<file path="config.mk">
export PLATFORM = sky130hd
export DESIGN_NAME = spd_info_frame_receiver
export DESIGN_NICKNAME = d
export VERILOG_FILES = /design/src/rtl/hdmi_info_frame_pkg.sv /design/src/rtl/info_frame_byte_collector.sv /design/src/rtl/spd_info_frame_receiver.sv
export SDC_FILE = /design/constraint.sdc
export NUM_CORES = 1
export LEC_CHECK = 0
export BUFFER_PORTS_ARGS = -buffer_cell sky130_fd_sc_hd__buf_2
export CORE_ASPECT_RATIO = 0.5
export CORE_UTILIZATION = 33
export CTS_CLUSTER_SIZE = 40
export DETAILED_ROUTE_END_ITERATION = 12
export MAX_ROUTING_LAYER = met4
export SKIP_CTS_REPAIR_TIMING = 1
export SLEW_MARGIN = 20
export SYNTH_ARGS = -nofsm -noshare
export SYNTH_HDL_FRONTEND = slang
export SYNTH_SLANG_ARGS = --single-unit
</file>
<file path="constraint.sdc">
create_clock -name clk -period 4.8 [get_ports clk]
set_input_delay 0.72 -clock clk [delete_from_list [all_inputs] [get_ports clk]]
set_output_delay 0.72 -clock clk [all_outputs]
set_load 0.005 [all_outputs]
</file>
<file path="src/rtl/hdmi_info_frame_pkg.sv">
// Shared definitions for HDMI InfoFrame receivers (SPD, AVI, audio).
package hdmi_info_frame_pkg;

  localparam logic [7:0] IF_TYPE_AVI   = 8'd2;
  localparam logic [7:0] IF_TYPE_SPD   = 8'd3;
  localparam logic [7:0] IF_TYPE_AUDIO = 8'd4;

  localparam int unsigned HDR_BYTES  = 3;
  localparam int unsigned PKT_BYTES  = 31;
  localparam int unsigned MAX_LENGTH = 27;

  typedef enum logic [1:0] {
    ERR_NONE         = 2'd0,
    ERR_CHECKSUM     = 2'd1,
    ERR_TYPE_VERSION = 2'd2,
    ERR_LENGTH_ABORT = 2'd3
  } err_code_e;

  typedef enum logic [1:0] {
    ST_IDLE,
    ST_HEADER,
    ST_PAYLOAD,
    ST_CHECK
  } rx_state_e;

endpackage

</file>
<file path="src/rtl/info_frame_byte_collector.sv">
// Generic InfoFrame byte collector: framing FSM, byte index, checksum, and
// a committed copy of the last packet that passed all checks.
module info_frame_byte_collector
  import hdmi_info_frame_pkg::*;
#(
  parameter logic [7:0] EXPECTED_TYPE    = 8'h83,
  parameter logic [7:0] EXPECTED_VERSION = 8'h01
) (
  input  logic                          clk,
  input  logic                          reset_n,
  input  logic                          in_start,
  input  logic                          in_valid,
  input  logic [7:0]                    in_byte,
  output logic [PKT_BYTES-1:0][7:0]     frame,
  output logic                          pkt_valid,
  output logic                          pkt_error,
  output err_code_e                     err_code
);

  rx_state_e                    state, state_next;
  logic [4:0]                   idx, idx_next, wr_idx;
  logic [7:0]                   csum, csum_next, sum_acc;
  logic [PKT_BYTES-1:0][7:0]    work;
  logic [4:0]                   length;
  logic                         include_byte, start, wr_en;
  logic                         res_set, res_good;
  err_code_e                    res_err;

  assign start  = in_valid & in_start;
  assign length = work[2][4:0];
  // Header bytes always count; payload byte PBn (idx = n+3) only while n <= LENGTH.
  assign include_byte = (state == ST_HEADER) ||
                        ({1'b0, idx} <= ({1'b0, length} + 6'd3));
  assign sum_acc = csum + (include_byte ? in_byte : 8'h00);

  always_comb begin
    state_next = state;
    idx_next   = idx;
    csum_next  = csum;
    wr_en      = 1'b0;
    wr_idx     = idx;
    res_set    = 1'b0;
    res_good   = 1'b0;
    res_err    = ERR_NONE;
    case (state)
      ST_IDLE, ST_CHECK: begin
        state_next = ST_IDLE;
        if (start) begin
          wr_en      = 1'b1;
          wr_idx     = '0;
          idx_next   = 5'd1;
          csum_next  = in_byte;
          state_next = ST_HEADER;
        end
      end
      ST_HEADER, ST_PAYLOAD: begin
        if (start) begin
          // A new HB0 mid-packet aborts the old one and starts over at once.
          res_set    = 1'b1;
          res_err    = ERR_LENGTH_ABORT;
          wr_en      = 1'b1;
          wr_idx     = '0;
          idx_next   = 5'd1;
          csum_next  = in_byte;
          state_next = ST_HEADER;
        end else if (in_valid) begin
          wr_en     = 1'b1;
          idx_next  = idx + 5'd1;
          csum_next = sum_acc;
          if (state == ST_HEADER && idx == 5'(HDR_BYTES - 1))
            state_next = ST_PAYLOAD;
          if (state == ST_PAYLOAD && idx == 5'(PKT_BYTES - 1)) begin
            state_next = ST_CHECK;
            res_set    = 1'b1;
            if (length > 5'(MAX_LENGTH))
              res_err = ERR_LENGTH_ABORT;
            else if (work[0] != EXPECTED_TYPE || work[1] != EXPECTED_VERSION)
              res_err = ERR_TYPE_VERSION;
            else if (sum_acc != 8'h00)
              res_err = ERR_CHECKSUM;
            else
              res_good = 1'b1;
          end
        end
      end
      default: state_next = ST_IDLE;
    endcase
  end

  always_ff @(posedge clk or negedge reset_n) begin
    if (!reset_n) begin
      state     <= ST_IDLE;
      idx       <= '0;
      csum      <= '0;
      work      <= '0;
      frame     <= '0;
      pkt_valid <= 1'b0;
      pkt_error <= 1'b0;
      err_code  <= ERR_NONE;
    end else begin
      state     <= state_next;
      idx       <= idx_next;
      csum      <= csum_next;
      pkt_valid <= res_set & res_good;
      pkt_error <= res_set & ~res_good;
      if (wr_en)
        work[wr_idx] <= in_byte;
      if (res_set)
        err_code <= res_err;
      // PB27 is still on in_byte when the verdict lands, so commit it directly.
      if (res_set && res_good)
        frame <= {in_byte, work[PKT_BYTES-2:0]};
    end
  end

endmodule

</file>
<file path="src/rtl/spd_info_frame_receiver.sv">
// SPD InfoFrame receiver: generic byte collector plus SPD field decode of
// the last good packet.
module spd_info_frame_receiver
  import hdmi_info_frame_pkg::*;
#(
  parameter logic [7:0] EXPECTED_TYPE    = 8'h83,
  parameter logic [7:0] EXPECTED_VERSION = 8'h01
) (
  input  logic              clk,
  input  logic              reset_n,
  input  logic              in_start,
  input  logic              in_valid,
  input  logic [7:0]        in_byte,
  output logic [23:0]       header,
  output logic [3:0][55:0]  sub,
  output logic [63:0]       vendor_name,
  output logic [127:0]      product_description,
  output logic [7:0]        source_device_information,
  output logic              pkt_valid,
  output logic              pkt_error,
  output logic [1:0]        err_code
);

  logic [PKT_BYTES-1:0][7:0] frame;
  err_code_e                 err_w;

  info_frame_byte_collector #(
    .EXPECTED_TYPE    (EXPECTED_TYPE),
    .EXPECTED_VERSION (EXPECTED_VERSION)
  ) u_collector (
    .clk       (clk),
    .reset_n   (reset_n),
    .in_start  (in_start),
    .in_valid  (in_valid),
    .in_byte   (in_byte),
    .frame     (frame),
    .pkt_valid (pkt_valid),
    .pkt_error (pkt_error),
    .err_code  (err_w)
  );

  assign err_code = err_w;

  // frame[0..2] = HB0..HB2, frame[3+n] = PBn.
  always_comb begin
    header                    = {frame[2], frame[1], frame[0]};
    sub                       = '0;
    vendor_name               = '0;
    product_description       = '0;
    source_device_information = frame[28];
    for (int unsigned i = 0; i < 4; i++)
      for (int unsigned b = 0; b < 7; b++)
        sub[i][8*b +: 8] = frame[3 + 7*i + b];
    for (int unsigned k = 0; k < 8; k++)
      vendor_name[63 - 8*k -: 8] = frame[4 + k];
    for (int unsigned k = 0; k < 16; k++)
      product_description[127 - 8*k -: 8] = frame[12 + k];
  end

endmodule

</file>
; After elaboration in Yosys (flattened, before gate mapping)
; Cells that the tools add are included.
[op_classes]
addsub = 3
multipliers = 0
div_mod_pow = 0
magnitude_cmp = 4
n_eq_ne = 10
shift = 0
mux = 42
n_bitwise = 4
reduce_logical = 13
[op_table]
columns = op, n
row1 = $bwmux W248, 1
row2 = $demux W8 S5, 1
row3 = $mux W8, 5
row4 = $mux W5, 5
row5 = $mux W2, 10
row6 = $mux W1, 16
row7 = $pmux W8 S2, 1
row8 = $pmux W5 S2, 1
row9 = $add A8 B8 Y8, 1
row10 = $ne A8 B1 Y1 const B, 1
row11 = $ne A8 B8 Y1 const B, 1
row12 = $reduce_bool A8 Y1, 1
row13 = $add A5 B2 Y6 const B, 1
row14 = $le A5 B6 Y1, 1
row15 = $lt A5 B6 Y1 const B, 1
row16 = $add A5 B1 Y5 const B, 1
row17 = $eq A5 B2 Y1 const B, 1
row18 = $eq A5 B5 Y1 const B, 1
row19 = $ge A5 B1 Y1 const B, 1
row20 = $gt A5 B5 Y1 const B, 1
row21 = $eq A2 B2 Y1 const B, 2
row22 = $logic_and A1 B1 Y1, 4
row23 = $ne A4 B1 Y1 const B, 1
row24 = $pmux W2 S2, 1
row25 = other kinds (11), 16
[word_totals]
register_bits = 515
latchBits = 0
mem_bits_rw = 0
rom_bits = 0
in_bits = 12
out_inout_bits = 452
elab_cells = 144
mem_count = 0

; Depth between registers and ports, before layout
; Gate-level depths: netlist of run 1.
[depth]
depth_word = 15
ltp_mapped = 21
mapped_depth_nobuf = 19

; By module
; A second synthesis of run 1 with hierarchy kept.
[unflattened]
hier_cells = 1484
area_unflattened_um2 = 22192.5
[by_module_without_submodules]
columns = module, n_inst, cells_each, area_each_um2, seq_area_each_um2
row1 = info_frame_byte_collector, 1, 1284, 20691.1, 12687.2
row2 = spd_info_frame_receiver, 1, 200, 1501.4, 0.0

; Least setup slack after synthesis of run 1
; No wires, ideal clock.
[synth_timing]
path_type = register to register
start = register u_collector.work, in the netlist u_collector.length[0]
end = register u_collector.frame[244] (netlist name)
setup_ns = 0.127
arrival_time_ns = 3.898
setup_slack_ns = 0.775
stages_incl_launch_ff = 19
path_buffers = 2
period_less_slack_ns = 4.025
path_cell_list = dfrtp_1 -> inv_1 -> ha_1 -> xor2_1 -> ha_1 -> and3_1 -> a311oi_1 -> nand2_1 -> nand2_1 -> inv_1 -> ha_1 -> a211oi_2 -> nor4b_1 -> or3b_4 -> nor4_4 -> nand3_2 -> buf_6 -> buf_4 -> mux2_1
[synth_between]
elab_chain_cells = 14
[synth_rtl]
columns = item, line_no
row1 = "start, declared", info_frame_byte_collector.sv:23  ; logic [PKT_BYTES-1:0][7:0] work;
row2 = "start signal, assigned by index", info_frame_byte_collector.sv:107  ; work[wr_idx] <= in_byte;
row3 = $add A5 B2 Y6, info_frame_byte_collector.sv:33  ; ({1'b0, idx} <= ({1'b0, length} + 6'd3));
row4 = $le A5 B6 Y1, info_frame_byte_collector.sv:33
row5 = $logic_or A1 B1 Y1, info_frame_byte_collector.sv:32  ; assign include_byte = (state == ST_HEADER) ||
row6 = $mux W8, info_frame_byte_collector.sv:34  ; assign sum_acc = csum + (include_byte ? in_byte : 8'h00);
row7 = $add A8 B8 Y8, info_frame_byte_collector.sv:34
row8 = $reduce_bool A8 Y1, info_frame_byte_collector.sv:79  ; else if (sum_acc != 8'h00)
row9 = $mux W1, info_frame_byte_collector.sv:79
row10 = $mux W1, info_frame_byte_collector.sv:77  ; else if (work[0] != EXPECTED_TYPE || work[1] != EXPECTED_VERSION)
row11 = $mux W1 (*), info_frame_byte_collector.sv:75  ; if (length > 5'(MAX_LENGTH))
row12 = $mux W1 (*), info_frame_byte_collector.sv:72  ; if (state == ST_PAYLOAD && idx == 5'(PKT_BYTES - 1)) begin
row13 = $mux W1 (*), info_frame_byte_collector.sv:66  ; end else if (in_valid) begin
row14 = $mux W1 (*), info_frame_byte_collector.sv:57  ; if (start) begin
row15 = $mux W1 (*), info_frame_byte_collector.sv:45  ; case (state)
row16 = $logic_and A1 B1 Y1 (*), info_frame_byte_collector.sv:111  ; if (res_set && res_good)
row17 = "end signal, assigned", info_frame_byte_collector.sv:112  ; frame <= {in_byte, work[PKT_BYTES-2:0]};
row18 = "end, declared", info_frame_byte_collector.sv:14  ; output logic [PKT_BYTES-1:0][7:0] frame,
; Mark *: on every way between the ends. The rest lies on a longest branch, timed or not.
; A chain may end at the register's enable or synchronous reset.

; Worst setup path in the final report of run 1
[layout_timing]
start = register u_collector.work, in the netlist u_collector.length[0]
end = register u_collector.frame[28] (netlist name)
; Same word-level chain as after synthesis.

==> flow_summary.ini, run 1 <==
[outcome]
status = completed

[timing]
fmax_mhz = 221
max_slew_margin_pct = 28.7
rsz0062_at_grt = no
hold_viol = 0
worst_pin_slew_ps = 1070
finalSetupTns_ps = 0
hold_ws_ps = 152
finalClockSkew_ps = 18.3
period_needed_ps = 4530
drv_slew = 0
setup_viol = 0
period_share_pct = 94.3

[yosys]
synth_enable_flop_cells = 0
syn-num-nets = 1511
synthAdderAreaFrac_pct = 1.14
yosysTopAreaCell = dfrtp_1
synth_xor_xnor_area_share_pct = 0.309
ys_types = 61
yosys-mux-area-fraction_pct = 24.7
netlist_instances = 1480
ys_ff_latch = 507
synth_top_area_share_pct = 59.2
synth_top_family_by_area = multiplexers
synth-async-reset-ratio_pct = 100
synth_compound_area_share_pct = 1.81
netlist_area_um2 = 21400
yosys_warnings = 0
seq_area_frac_synth_pct = 59.2
synth_ff_type = dfrtp_1
synth_simple_gate_area_share_pct = 3.77
yosys-top-cells-area = dfrtp_1 59%, mux2_2 15%, mux2_1 10%
avgSynthCellArea_um2 = 14.5

[min_path]
timing.hold.worst.class = in2async

[final_layout]
fillers = 6062
instances_no_fill = 2674
drive_above_1_share_pct = 48.4
utilization_pct = 39.4
nets = 1795
syn2layout_area_growth_pct = 17.0

[clocking]
cts.path.max_buffers = 3
htree_num_levels = 2
cts.sinks = 507
cts.reportedPaths.clkPinSlew_ps = 60
tritoncts = done
root_buffer = clkbuf_16
numCtsBuffers = 48
clock_latency_ps = 570

[die]
core-area_um2 = 63600
core.rowCount = 65
ios = 464
start_util_pct = 33.7
fp.dieW_um = 363
dieArea_um2 = 66100
die_y_um = 182

[grt]
grt_use_total_pct = 15.4
grt_util_met2_pct = 26.5
grtUsageMet1_pct = 19.0
antenna_found_initial = 1
grt_pass1_vias = 11956
grt_max_degree = 102
globalRouteMet3Util_pct = 1.99
grt-busiest-layer = met2
overflow = 0
grt_pass1_wl_mm = 75.6

[route]
firstDrtPassIters = 4
postRouteAntennaNets = 0
drc = 0
vias = 12063
routed_wirelength_mm = 50.1
wl_per_cell_um = 18.7
drt_iter0_drc = 606
vias_per_cell = 4.51

[power]
ir_drop_mv = 0.235
leakagePower_nw = 14.1
p_per_area_nw_per_um2 = 393
fin_total_pwr_mw = 9.86

[job]
maxCapViolCount = 0

[critical_path]
rr_startpoint = u_collector.length[0]
critPathLaunch = u_collector.length[0]
critical_path_class = reg2reg
critPathLaunchType = flip-flop
worstPathArrival_ps = 4970
worstPathMaxFanout = 29
required_ps = 5240
worst_setup_path_end_kind = flip-flop

[place]
placed_cells = 2584
post-dp-hpwl_mm = 33.2
place_congestion = 0.833
portBuffers = 463
==> cells in the final DEF, fill, tap and decap left out, types with 11 or more instances in the layout <==
master	Yosys	final
and2_1	21	21
dfrtp_1	507	505
o21ai_0	16	15
mux2_2	277	277
ha_1	18	17
clkbuf_16	0	50
buf_2	3	462
buf_12	0	12
inv_1	11	11
nand2_1	44	42
nor2_1	22	22
clkbuf_8	0	18
mux2_1	193	193
buf_4	202	20
==> cells by family (layout without fill, tap and decap cells) <==
| group | after synthesis | count (layout) |
|---|---|---|
| AO/OA/AOI/OAI | 58 | 58 |
| XOR/XNOR | 6 | 6 |
| adder cells (fa/ha/maj) | 19 | 19 |
| buffers and inverters | 274 | 596 |
| flip-flops | 507 | 507 |
| multiplexers | 471 | 471 |
| other | 0 | 1 |
| AND/OR/NAND/NOR | 145 | 145 |
==> final timing paths <==
path | cells after the start | endpoint | slack [ps]
min in group clk | 1 | u_collector.frame[1] | 470
max in group asynchronous | 2 | u_collector.frame[139] | 3380
worst max-delay path | 16 | u_collector.frame[28] | 270
worst max register to register | 16 | u_collector.frame[28] | 270
worst min register to register | 1 | u_collector.frame[1] | 470
worst min-delay path | 1 | u_collector.frame[85] | 150
==> area by class of cell <==
cell class / count / area [µm²] / share of cell area, %
diodes: 1 / 2.50 / 0.00998
clock buffers: 78 / 1540 / 6.13
clock inverters: 10 / 111 / 0.444
inverters: 12 / 45.0 / 0.180
multi-input cells: 699 / 6860 / 27.4
flip-flops and latches: 507 / 12700 / 50.6
well taps: 871 / 1090 / 4.34
repair buffers: 496 / 2750 / 10.9
==> registers in the layout, indices dropped and copies added, names as in the netlist <==
signal / count
u_collector.frame: 248
u_collector.work: 235
u_collector.csum: 8
u_collector.idx: 5
u_collector.length: 5
u_collector.err_code: 2
u_collector.state: 2
u_collector.pkt_error: 1
u_collector.pkt_valid: 1
==> report_power, final <==
group | internal [mW] | total, mW | switching, mW
clock | 2.29 | 3.90 | 1.61
sequential | 4.53 | 4.69 | 0.160
combinational | 0.565 | 1.26 | 0.698
==> cells in the mapped netlist, types with 3 or more instances <==
cell type / number
dfrtp_1: 507
mux2_2: 277
buf_4: 202
mux2_1: 193
nand2_1: 44
clkbuf_1: 31
nor2_1: 22
and2_1: 21
buf_6: 21
ha_1: 18
o21ai_0: 16
inv_1: 11
a21oi_1: 10
nand2b_1: 9
nor3_1: 9
buf_1: 5
nor2b_1: 5
or3_1: 5
a22oi_1: 4
o211ai_1: 4
buf_2: 3
nand3_1: 3
nor3b_1: 3
o21a_1: 3
xor2_1: 3
==> per-layer routing <==
metal  vias up  part of all wire (%)
met3        79                   2.4
met2       140                    53
li1       5507                     -
met5         -                     0
met4         0                   2.4
met1      6337                    42
==> metrics by stage <==
stage	worst slack, ps	instance area (µm²)
2_1_floorplan	775	21400
3_3_place_gp	241	23400
3_5_place_dp	205	23400
4_1_cts	193	25000
5_1_grt	28.3	25100
6_report	272	25100
==> worst max-delay path: stages, from the launching register on <==
cell	delay, ps
dfrtp_2	440
inv_1	100
ha_1	180
xor2_1	190
ha_1	270
and3_1	210
a311oi_2	300
nand2_2	140
and2_1	190
ha_1	250
or4_1	560
o22ai_2	180
xnor3_2	420
nand3_4	120
buf_12	220
buf_4	250
mux2_1	350
Power figures use the tool's default switching activity.
==> run 2: changes to the inputs <==
==> constraint.sdc (replaced) <==
create_clock -name clk -period 5.66 [get_ports clk]
set_input_delay 0.849 -clock clk [delete_from_list [all_inputs] [get_ports clk]]
set_output_delay 0.849 -clock clk [all_outputs]
set_load 0.005 [all_outputs]
==> flow_summary.ini, run 2 (same netlist as run 1, synthesis figures left out) <==
[critical_path]
endpoint = u_collector.frame[184]
slowest_stage = dfrtp_1
critPathLaunchType = flip-flop
crit_chain = inv_1, ha_1, nor2_1, xnor2_1, ha_1, o211ai_1, a21oi_1, nand2b_1, nand2_1, and2_1, ha_1, inv_1, fa_1, xnor2_1, nor3b_1, o21ai_0, nor4_4, nand3_4, buf_12, buf_12, mux2_1
rr_startpoint = u_collector.length[0]
worst-path-stages = 21
critPathLaunch = u_collector.length[0]
worstPathArrival_ps = 5100
ff2ff_path_depth = 21
critPathMostFrequentCell = ha_1
critical_path_class = reg2reg
worst_setup_path_end_kind = flip-flop
critPathTopFamily = simple AND/OR/NAND/NOR gates
worstPathMaxFanout = 28
required_ps = 6080
crit_buf_inv = 4
r2r-end = u_collector.frame[184]
worst_path_largest_cell_delay_ps = 420
r2r_slack_ps = 990

[place]
post-dp-hpwl_mm = 32.5
portBuffers = 463
place_congestion = 0.820

[final_layout]
nets = 1783
final_common_cell = dfrtp_1
syn2layout_area_growth_pct = 15.7
drive_above_1_share_pct = 47.6
reg.largest.list = u_collector.frame x248, u_collector.work x235, u_collector.csum x8
num_antenna_cells = 0
top_register = u_collector.frame
final_cell_mix = 507 x dfrtp_1, 462 x buf_2, 277 x mux2_2, 193 x mux2_1, 50 x clkbuf_16
largest_reg_flops = 248

[timing]
period_share_pct = 82.6
hold_viol = 0
drv_slew = 0
max_slew_margin_pct = 26.6
finalSetupTns_ps = 0
fmax_mhz = 214
finalClockSkew_ps = 30.3
period_needed_ps = 4670
setup_viol = 0
rsz0062_at_grt = no
worst_pin_slew_ps = 1100

[power]
p_comb_share_pct = 12.3
leakagePower_nw = 14.0
p_switching_mw = 2.08
p_seq_share_pct = 48.8
fin_total_pwr_mw = 8.15
swShare_pct = 25.5
ir_drop_mv = 0.191
internal_power_mw = 6.07
clkPwrFrac_pct = 39.0
p_per_area_nw_per_um2 = 329

[die]
fp.dieW_um = 363
dieArea_um2 = 66100
core.rowCount = 65
core-area_um2 = 63600
ios = 464
die_y_um = 182
start_util_pct = 33.7

[grt]
grt_max_degree = 133
antenna_found_initial = 1
grt_pass1_vias = 12001
overflow = 0
grt_use_total_pct = 15.3
grt_pass1_wl_mm = 75.3

[clocking]
cts.reportedPaths.clkPinSlew_ps = 60
root_buffer = clkbuf_16
tritoncts = done
htree_num_levels = 2
cts.sinks = 507
clock_latency_ps = 570
numCtsBuffers = 49
cts.path.max_buffers = 3

[route]
firstDrtPassIters = 5
drt_iter0_drc = 663
postRouteAntennaNets = 0
vias = 11971
routed_wirelength_mm = 49.7
wl_per_cell_um = 18.7
vias_per_cell = 4.50
drc = 0

[outcome]
status = completed

[min_path]
timing.hold.worst.class = in2async

[job]
maxCapViolCount = 0
-- run 2: changes by cell type in the layout (fill, tap and decap cells not counted), sizes merged --
cell and change:
bufinv -1, clkbuf -10, buf -13, diode -1, inv +1, clkinvlp +1
clkinv +10
-- run 2: how the worst min path moves through the flow --
stage,from,endpoint,cells past startpoint
2_1_floorplan,u_collector.work[100],u_collector.frame[100],1
3_3_place_gp,u_collector.frame[7],u_collector.frame[7],1
3_5_place_dp,u_collector.frame[0],u_collector.frame[0],1
4_1_cts,reset_n,u_collector.work[106],1
5_1_grt,reset_n,u_collector.frame[108],1
6_report,reset_n,u_collector.frame[108],1
-- run 2: final cells by class --
cell class / count / area (µm²)
multi-input combinational: 699 / 6820
tap: 871 / 1090
fill: 6091 / 38800
clock buffer: 68 / 1410
timing repair buffer: 483 / 2600
sequential: 507 / 12700
inverter: 12 / 45.0
clock inverter: 21 / 154
-- run 2: power groups by stage --
stage	Clock [mW]	Sequential, mW	Combinational [mW]
4_1_cts	3.26	3.97	1.01
3_3_place_gp	0	4.03	0.991
6_report	3.18	3.97	1.00
2_1_floorplan	0	3.99	0.734
5_1_grt	3.41	4.00	1.12
3_5_place_dp	0	4.04	1.01
-- run 2: layer usage --
metal / track usage, % / wire length (µm) / vias to the layer above
met2: 26.7 / 26500 / 156
met5: - / 0 / -
li1: - / - / 5477
met4: 3.80 / 1100 / 0
met3: 2.13 / 1440 / 75
met1: 18.7 / 20600 / 6263
-- run 2: metrics by stage --
step | instance area (µm²) | utilization [%] | setup WS, ps | instances | hold WS, ps
floorplan | 21400 | - | 1630 | 1480 | 452
global placement | 23200 | 36.5 | 1060 | 2572 | 448
detailed placement | 23200 | 36.5 | 996 | 2572 | 458
CTS | 24800 | 39.0 | 969 | 2661 | 268
global route | 24800 | 39.0 | 610 | 2661 | 287
finish | 24800 | 39.0 | 985 | 2661 | 254
